File: src/rtl/sized_literal_emitter_pkg.sv
// Shared types and ASCII constants for the sized-literal emitter.
package lit_pkg;

    typedef enum logic [1:0] {LIT_BIN, LIT_OCT, LIT_HEX, LIT_RSVD} lit_base_e;

    typedef enum logic [2:0] {IDLE, WID_TENS, WID_ONES, TICK, BASE, DIGITS} emit_state_e;

    localparam logic [7:0] CH_TICK = 8'h27;
    localparam logic [7:0] CH_b    = 8'h62;
    localparam logic [7:0] CH_o    = 8'h6f;
    localparam logic [7:0] CH_h    = 8'h68;
    localparam logic [7:0] CH_0    = 8'h30;
    localparam logic [7:0] CH_a    = 8'h61;

    function automatic logic [7:0] base_char(input lit_base_e b);
        case (b)
            LIT_BIN: base_char = CH_b;
            LIT_OCT: base_char = CH_o;
            default: base_char = CH_h;
        endcase
    endfunction

endpackage

File: src/rtl/sized_literal_emitter_digit.sv
// Combinational 4-bit digit to lowercase ASCII hex character.
module lit_digit_ascii
    import lit_pkg::*;
(
    input  logic [3:0] digit,
    output logic [7:0] ascii
);

    always_comb begin
        if (digit < 4'd10) ascii = CH_0 + {4'b0000, digit};
        else               ascii = CH_a + {4'b0000, digit} - 8'd10;
    end

endmodule

File: src/rtl/sized_literal_emitter.sv
// Emits a (value, width, base) request as a Verilog sized literal,
// one ASCII byte per cycle on a valid/ready stream.
module sized_literal_emitter
    import lit_pkg::*;
#(
    parameter int unsigned MAX_W = 64,
    parameter int unsigned WW    = $clog2(MAX_W + 1)
) (
    input  logic             clk,
    input  logic             reset,
    input  logic             req_valid,
    output logic             req_ready,
    input  logic [MAX_W-1:0] req_value,
    input  logic [WW-1:0]    req_width,
    input  logic [1:0]       req_base,
    output logic             out_valid,
    input  logic             out_ready,
    output logic [7:0]       out_char,
    output logic             out_last,
    output logic             err,
    output logic             busy
);

    localparam int unsigned IW = $clog2(MAX_W) + 1;

    emit_state_e      state;
    logic [MAX_W+2:0] val;   // padded so a 4-bit digit slice always exists
    logic [3:0]       tens;
    logic [3:0]       ones;
    lit_base_e        base;
    logic [IW-1:0]    idx;

    // Accept-time decode
    logic [7:0]       w8;
    logic             acc_err;
    logic [3:0]       tens_c;
    logic [3:0]       ones_c;
    logic [7:0]       ten_x;
    logic [7:0]       ndig_c;
    logic [MAX_W-1:0] vmask;

    always_comb begin
        w8      = 8'(req_width);
        acc_err = (w8 == 8'd0) || (w8 > 8'(MAX_W)) || (req_base == 2'd3);
        tens_c  = '0;
        for (int unsigned t = 1; t <= 9; t++) begin
            if (w8 >= 8'(t * 10)) tens_c = 4'(t);
        end
        ten_x  = ({4'b0000, tens_c} << 3) + ({4'b0000, tens_c} << 1);
        ones_c = 4'(w8 - ten_x);
        for (int unsigned i = 0; i < MAX_W; i++) begin
            vmask[i] = (i < 32'(w8));
        end
        case (lit_base_e'(req_base))
            LIT_BIN: ndig_c = w8;
            LIT_OCT: ndig_c = (w8 + 8'd2) / 8'd3;
            default: ndig_c = (w8 + 8'd3) >> 2;
        endcase
    end

    // Digit for the character about to be loaded into out_char
    logic [IW-1:0] dig_idx;
    logic [IW+1:0] shamt;
    logic [3:0]    dmask;
    logic [3:0]    nib;
    logic [7:0]    dig_ascii;

    always_comb begin
        dig_idx = (state == DIGITS) ? idx - IW'(1) : idx;
        case (base)
            LIT_BIN: begin
                shamt = {2'b00, dig_idx};
                dmask = 4'h1;
            end
            LIT_OCT: begin
                shamt = {1'b0, dig_idx, 1'b0} + {2'b00, dig_idx};
                dmask = 4'h7;
            end
            default: begin
                shamt = {dig_idx, 2'b00};
                dmask = 4'hf;
            end
        endcase
        nib = 4'(val >> shamt) & dmask;
    end

    lit_digit_ascii u_digit (
        .digit (nib),
        .ascii (dig_ascii)
    );

    always_ff @(posedge clk or posedge reset) begin
        if (reset) begin
            state     <= IDLE;
            req_ready <= 1'b1;
            out_valid <= 1'b0;
            out_char  <= 8'h00;
            out_last  <= 1'b0;
            err       <= 1'b0;
            busy      <= 1'b0;
            val       <= '0;
            tens      <= '0;
            ones      <= '0;
            base      <= LIT_BIN;
            idx       <= '0;
        end else begin
            err <= 1'b0;
            if (state == IDLE) begin
                if (req_valid) begin
                    if (acc_err) begin
                        err <= 1'b1;
                    end else begin
                        val       <= {3'b000, req_value & vmask};
                        tens      <= tens_c;
                        ones      <= ones_c;
                        base      <= lit_base_e'(req_base);
                        idx       <= IW'(ndig_c - 8'd1);
                        req_ready <= 1'b0;
                        out_valid <= 1'b1;
                        busy      <= 1'b1;
                        out_last  <= 1'b0;
                        if (tens_c != 4'd0) begin
                            state    <= WID_TENS;
                            out_char <= CH_0 + {4'b0000, tens_c};
                        end else begin
                            state    <= WID_ONES;
                            out_char <= CH_0 + {4'b0000, ones_c};
                        end
                    end
                end
            end else if (out_valid && out_ready) begin
                case (state)
                    WID_TENS: begin
                        state    <= WID_ONES;
                        out_char <= CH_0 + {4'b0000, ones};
                    end
                    WID_ONES: begin
                        state    <= TICK;
                        out_char <= CH_TICK;
                    end
                    TICK: begin
                        state    <= BASE;
                        out_char <= base_char(base);
                    end
                    BASE: begin
                        state    <= DIGITS;
                        out_char <= dig_ascii;
                        out_last <= (idx == '0);
                    end
                    default: begin
                        if (idx == '0) begin
                            state     <= IDLE;
                            out_valid <= 1'b0;
                            out_last  <= 1'b0;
                            busy      <= 1'b0;
                            req_ready <= 1'b1;
                        end else begin
                            idx      <= idx - IW'(1);
                            out_char <= dig_ascii;
                            out_last <= (idx == IW'(1));
                        end
                    end
                endcase
            end
        end
    end

endmodule
File: config.mk
export PLATFORM = sky130hd
export DESIGN_NAME = sized_literal_emitter
export DESIGN_NICKNAME = d
export VERILOG_FILES = /design/src/rtl/sized_literal_emitter_pkg.sv /design/src/rtl/sized_literal_emitter_digit.sv /design/src/rtl/sized_literal_emitter.sv
export SDC_FILE = /design/constraint.sdc
export NUM_CORES = 1
export LEC_CHECK = 0
export ABC_AREA = 0
export CAP_MARGIN = 10
export CORE_AREA = 2 2 124 126
export CTS_BUF_LIST = sky130_fd_sc_hd__clkbuf_8 sky130_fd_sc_hd__clkbuf_16
export CTS_CLUSTER_DIAMETER = 120
export DETAILED_ROUTE_END_ITERATION = 8
export DIE_AREA = 0 0 126 128
export PLACE_DENSITY_LB_ADDON = 0.15
export SLEW_MARGIN = 10
export SYNTH_ARGS = -nofsm -noshare
export SYNTH_HDL_FRONTEND = slang
export SYNTH_HIERARCHICAL = 1
export SYNTH_SLANG_ARGS = --single-unit
File: constraint.sdc
create_clock -name clk -period 7.15 [get_ports clk]
set_input_delay 2.145 -clock clk [delete_from_list [all_inputs] [get_ports clk]]
set_output_delay 2.145 -clock clk [all_outputs]
set_load 0.01 [all_outputs]
* Yosys cells after proc, flatten, opt, wreduce, memory -nomap -nowiden
Index checks and enable logic that the tools add are counted.
** Word-level totals
- Flip-flop bits (word level) :: 92
- Bits in latches :: 0
- Memory bits (writable) :: 0
- Memory bits (read-only) :: 0
- Output and inout bits :: 13
- Logic and storage cells :: 192
- Memories kept :: 0
** Cells by class
- Add/sub/neg operators :: 13
- Multipliers :: 0
- Divide/modulo/power cells :: 1
- $lt $le $gt $ge :: 75
- Eq/ne operators :: 15
- Shift-type cells :: 1
- Multiplexer cells :: 54
- Bitwise gates (word level) :: 3
- Reduce and logical (&&, ||, !) cells :: 20
** Operator list (number)
- $lt 6x7->1 const A :: 32
- $lt 5x7->1 const A :: 16
- $and 64x64->64 :: 1
- $shr 64x9->4 :: 1
- $lt 4x7->1 const A :: 8
- $mux 7 :: 8
- $mux 8 :: 6
- $pmux 8 s4 :: 1
- $add 6x4->7 const A :: 4
- $lt 3x7->1 const A :: 4
- $ge 7x6->1 const B :: 3
- $ge 7x7->1 const B :: 3
- $mux 4 :: 5
- $mux 1 :: 19
- $mux 3 :: 6
- $pmux 9 s2 :: 1
- $add 7x2->8 const B :: 2
- $pmux 4 s2 :: 2
- $ge 7x5->1 const B :: 2
- $logic_not 7->1 :: 2
- $lt 1x7->1 const A :: 2
- $lt 2x7->1 const A :: 2
- $pmux 7 s2 :: 1
- $sub 7x1->7 const B :: 2
- 35 further kinds :: 49

* Longest topological paths before layout
- Word-level depth :: 17
- Mapped depth :: 27
- Gate-level depth less buffers :: 25

* Hierarchy
Netlist, hierarchy kept.
** Modules (own cells, without submodules)
- sized_literal_emitter :: times used 1, cells each 1034, area an instance 8376.8 um^2
- lit_digit_ascii :: times used 1, cells each 17, area an instance 122.6 um^2

* Least setup slack after synthesis
No wires, ideal clock.
- Path type :: input port to flip-flop
- Start point :: input req_width[1]
- End point :: register idx[6]
- Library setup time :: 0.137 ns
- Data arrival time :: 5.796 ns
- Path slack :: 1.217 ns
- Stages :: 18
- Path buffers :: 4
- Cell sequence :: buf_2 > buf_2 > inv_1 > ha_1 > clkbuf_1 > clkbuf_1 > nor4_1 > nor4b_2 > inv_1 > ha_1 > or2_2 > a211o_1 > o31ai_4 > ha_1 > inv_1 > nor3b_1 > xnor2_1 > a21oi_1
** Between the ends
- Longest elaborated chain between the ends :: 7
- Elaborated cells between the ends (all ways) :: 14
** Ends and longest elaborated chain
- from (decl) :: line sized_literal_emitter.sv:14 : input logic [WW-1:0] req_width,
- $add 7x2->8 :: line sized_literal_emitter.sv:56 : LIT_OCT: ndig_c = (w8 + 8'd2) / 8'd3;
- $div 8x2->8 :: line sized_literal_emitter.sv:56
- $pmux 7 s2 :: line sized_literal_emitter.sv:54 : case (lit_base_e'(req_base))
- $sub 7x1->7 :: line sized_literal_emitter.sv:117 : idx <= IW'(ndig_c - 8'd1);
- $mux 7 :: line sized_literal_emitter.sv:110 : if (acc_err) begin
- $mux 7 :: line sized_literal_emitter.sv:109 : if (req_valid) begin
- $mux 7 :: line sized_literal_emitter.sv:108 : if (state == IDLE) begin
- to (signal assigned) :: line sized_literal_emitter.sv:117
- to (signal assigned) :: line sized_literal_emitter.sv:158 : idx <= idx - IW'(1);
- to (decl) :: line sized_literal_emitter.sv:31 : logic [IW-1:0] idx;
Parallel ways exist; a longest one is shown, timed or not. The select of a mux whose other input is x is not followed.
A chain may end at the register's enable or synchronous reset.

* Final worst setup path
Same ends and word-level chain as after synthesis.

==> flow_summary.json <==
{
  "status": "finished, final reports clean",
  "syn-cell-area_mm2": 0.00850,
  "ys_seq_area_frac": 0.271,
  "synth_top_cell_by_area": "dfrtp_1",
  "final_cell_mix": "nand2_1, o21ai_0, dfrtp_1, clkdlybuf4s50_1, nor2_1",
  "final_util": 0.655,
  "cpMostUsedCell": "ha_1",
  "finalHoldViolCount": 0,
  "crit_path_end_kind": "flip-flop",
  "clock_skew_ns": 0.00628,
  "cts_hold_buf": 0,
  "critPathMaxStageDelay_ns": 0.51,
  "crit_slowest_cell": "mux2i_1",
  "grtUsageTotal": 0.338,
  "areaGrowthSynthToFinish_pct": 14.6,
  "worst_slew_pin_slew_ns": 1.11,
  "clk_latency_ns": 0.35,
  "postCtsSetupBuffers": 0,
  "cts_buffers": 9,
  "boundaryPins": 90,
  "path_clk_slew_ns": 0.07,
  "routed_wl_um": 26900,
  "switchingPower_w": 0.00203,
  "num-nets-final": 1201,
  "vias": 8386,
  "diodes": 0,
  "drive_gt1_frac": 0.107,
  "drt_pass1_iterations": 6,
  "clkPwrFrac": 0.114,
  "p_leak_nw": 4.15,
  "ant_nets": 0,
  "final-max-slew-violation-count": 0,
  "synth_fp_nets": 1155,
  "remaining_drc_errors": 0,
  "grt_setup_unrepaired": "no",
  "rrSetupSlack_ns": 1.24,
  "synth.distinct_cells": 93,
  "die_x_um": 126,
  "overflow": 0,
  "cp_data_required_time_ns": 7.35,
  "n_fill_cell": 1310,
  "drtIter0Drc": 955,
  "drv_cap": 0,
  "htreeDepth": 3,
  "die-area_mm2": 0.0161,
  "grt_antenna_before_repair": 0,
  "intPower_w": 0.00227,
  "numPortBuffers": 89,
  "cts_resized": 0,
  "core_area_mm2": 0.0149,
  "setup_viol": 0,
  "seqPwrFrac": 0.247,
  "avgSynthCellArea_um2": 8.09,
  "netSwitchingFraction": 0.472,
  "initial_core_util": 0.572,
  "synth_top_flop_cell": "dfrtp_1",
  "start_kind": "input pin",
  "power_density_mw_per_mm2": 441,
  "period_needed_ns": 6.40,
  "grt_pass1_wl_um": 43000,
  "fin_crit_sh": 0.896,
  "max_freq_mhz": 156,
  "cp_top_family": "simple AND/OR/NAND/NOR gates",
  "slew_headroom": 0.259,
  "path_max_fanout": 8,
  "ir_drop_uv": 210,
  "cts_tree": "done",
  "final_common_cell": "nand2_1",
  "gp_congestion": 0.971,
  "ys_seq_elements": 92,
  "viasPerCell": 6.50,
  "async_flop_share": 1.00,
  "wl_per_cell_um": 20.8,
  "p_comb_frac": 0.639,
  "hold_class": "reg -> reg",
  "grt_pass1_vias": 7804,
  "crit_buf_inv": 3,
  "synth_edf_count": 0,
  "synth_warnings": 6,
  "syn_inst": 1051,
  "grt_max_degree": 104,
  "chipHeight_um": 128,
  "crit_type": "in -> reg",
  "critical_path_arrival_ns": 6.61,
  "synth.area.top_cells": "dfrtp_1, nand2_1, mux4_2, o21ai_0, mux2i_1",
  "dpl.hpwl_um": 20300,
  "setup_tns_ns": 0,
  "cts-root-buf": "clkbuf_16",
  "path_cells": "clkdlybuf4s50_1 -> ha_1 -> nand3_1 -> mux2i_1 -> nor2_1 -> o21ai_1 -> nor4b_2 -> inv_1 -> ha_1 -> or2_2 -> a211o_1 -> o31ai_4 -> ha_1 -> inv_1 -> nor3b_1 -> xnor2_1 -> a21oi_1",
  "clk_path_buf_depth": 2,
  "cts.sinks": 92,
  "rows": 45,
  "yosysTopAreaCellShare": 0.268
}
-- final cells by class --
class | count | area (um^2) | area share
clock inverters | 7 | 73.8 | 0.00758
well taps | 188 | 235 | 0.0241
flip-flops and latches | 92 | 2300 | 0.236
inverters | 35 | 134 | 0.0137
clock buffers | 9 | 225 | 0.0231
multi-input cells | 841 | 5650 | 0.580
repair buffers | 118 | 1120 | 0.115
-- cells by family (layout without fill, tap and decap cells) --
| logic type | count (synthesis) | in the layout | share of synthesized area |
|---|---|---|---|
| xor gates and xnor gates | 24 | 24 | 0.0265 |
| muxes | 76 | 76 | 0.128 |
| buffers and inverters | 118 | 169 | 0.0674 |
| and+or+nand+nor | 408 | 408 | 0.224 |
| DFF | 92 | 92 | 0.271 |
| other | 2 | 2 | 0.000884 |
| adders and majority gates | 27 | 27 | 0.0406 |
| AOI/OAI and AO/OA | 304 | 304 | 0.241 |
-- worst min-delay path: cells and delay by family, from the launching register on --
family        cells  cell delay, ns
flops             1            0.34
simple gates      2            0.10
-- power by group through the flow --
| stage | Clock, W | Sequential, W | Combinational (W) |
|---|---|---|---|
| after floorplan | 0 | 0.000930 | 0.00213 |
| after global placement | 0 | 0.00104 | 0.00267 |
| after detailed placement | 0 | 0.00105 | 0.00271 |
| after CTS | 0.000492 | 0.00104 | 0.00272 |
| after global routing | 0.000517 | 0.00109 | 0.00303 |
| final | 0.000489 | 0.00106 | 0.00275 |
-- metal layers --
metal  vias up  part of all wire  global-route usage
met3        68             0.079              0.0580
li1       3919                 -                   -
met4         0             0.030               0.111
met2       412              0.46               0.526
met5         -                 0                   0
met1      3987              0.43               0.483
-- per-stage QoR --
step | instance area (um^2) | total power, W | std cells | worst slack (ns) | hold slack, ns
2_1_floorplan | 8500 | 0.00306 | 1051 | 1.22 | 0.434
3_3_place_gp | 9440 | 0.00372 | 1274 | 0.396 | 0.452
3_5_place_dp | 9440 | 0.00376 | 1274 | 0.424 | 0.465
4_1_cts | 9740 | 0.00426 | 1290 | 0.782 | 0.479
5_1_grt | 9740 | 0.00464 | 1290 | 0.472 | 0.506
6_report | 9740 | 0.00430 | 1290 | 0.746 | 0.474
-- state kept, by name, indices dropped and copies added (netlist names), named ones only --
| signal | cells |
|---|---|
| state | 2 |
| out_char | 8 |
| out_last | 1 |
| ones | 4 |
| req_ready | 1 |
| idx | 7 |
| val | 64 |
| err | 1 |
| base | 2 |
| busy | 1 |
-- cell usage after synthesis, types with 9 or more instances --
library cell	n
nand2_1	189
o21ai_0	105
dfrtp_1	91
nor2_1	75
a21oi_1	50
nand3_1	43
mux2i_1	40
clkbuf_1	34
inv_1	34
buf_2	29
ha_1	26
mux4_2	25
nor3_1	17
o2111ai_1	17
a211oi_1	15
a31oi_1	14
nor2b_1	13
xnor2_1	13
mux2_2	10
o211ai_1	10
and2_1	9
buf_4	9
xor2_1	9
-- path summary, 6_finish.rpt --
kind	startpoint	end	cells after the start
min in group asynchronous	reset	val[47]$_DFFE_PP0P_	2
min	val[43]$_DFFE_PP0P_	val[43]$_DFFE_PP0P_	2
max	req_width[1]	idx[6]$_DFFE_PP0P_	17
max in group asynchronous	reset	val[7]$_DFFE_PP0P_	3
min reg2reg	val[43]$_DFFE_PP0P_	val[43]$_DFFE_PP0P_	2
max reg2reg	idx[0]$_DFFE_PP0P_	out_char[2]$_DFFE_PP0P_	25
(Power assumes the default switching activity.)
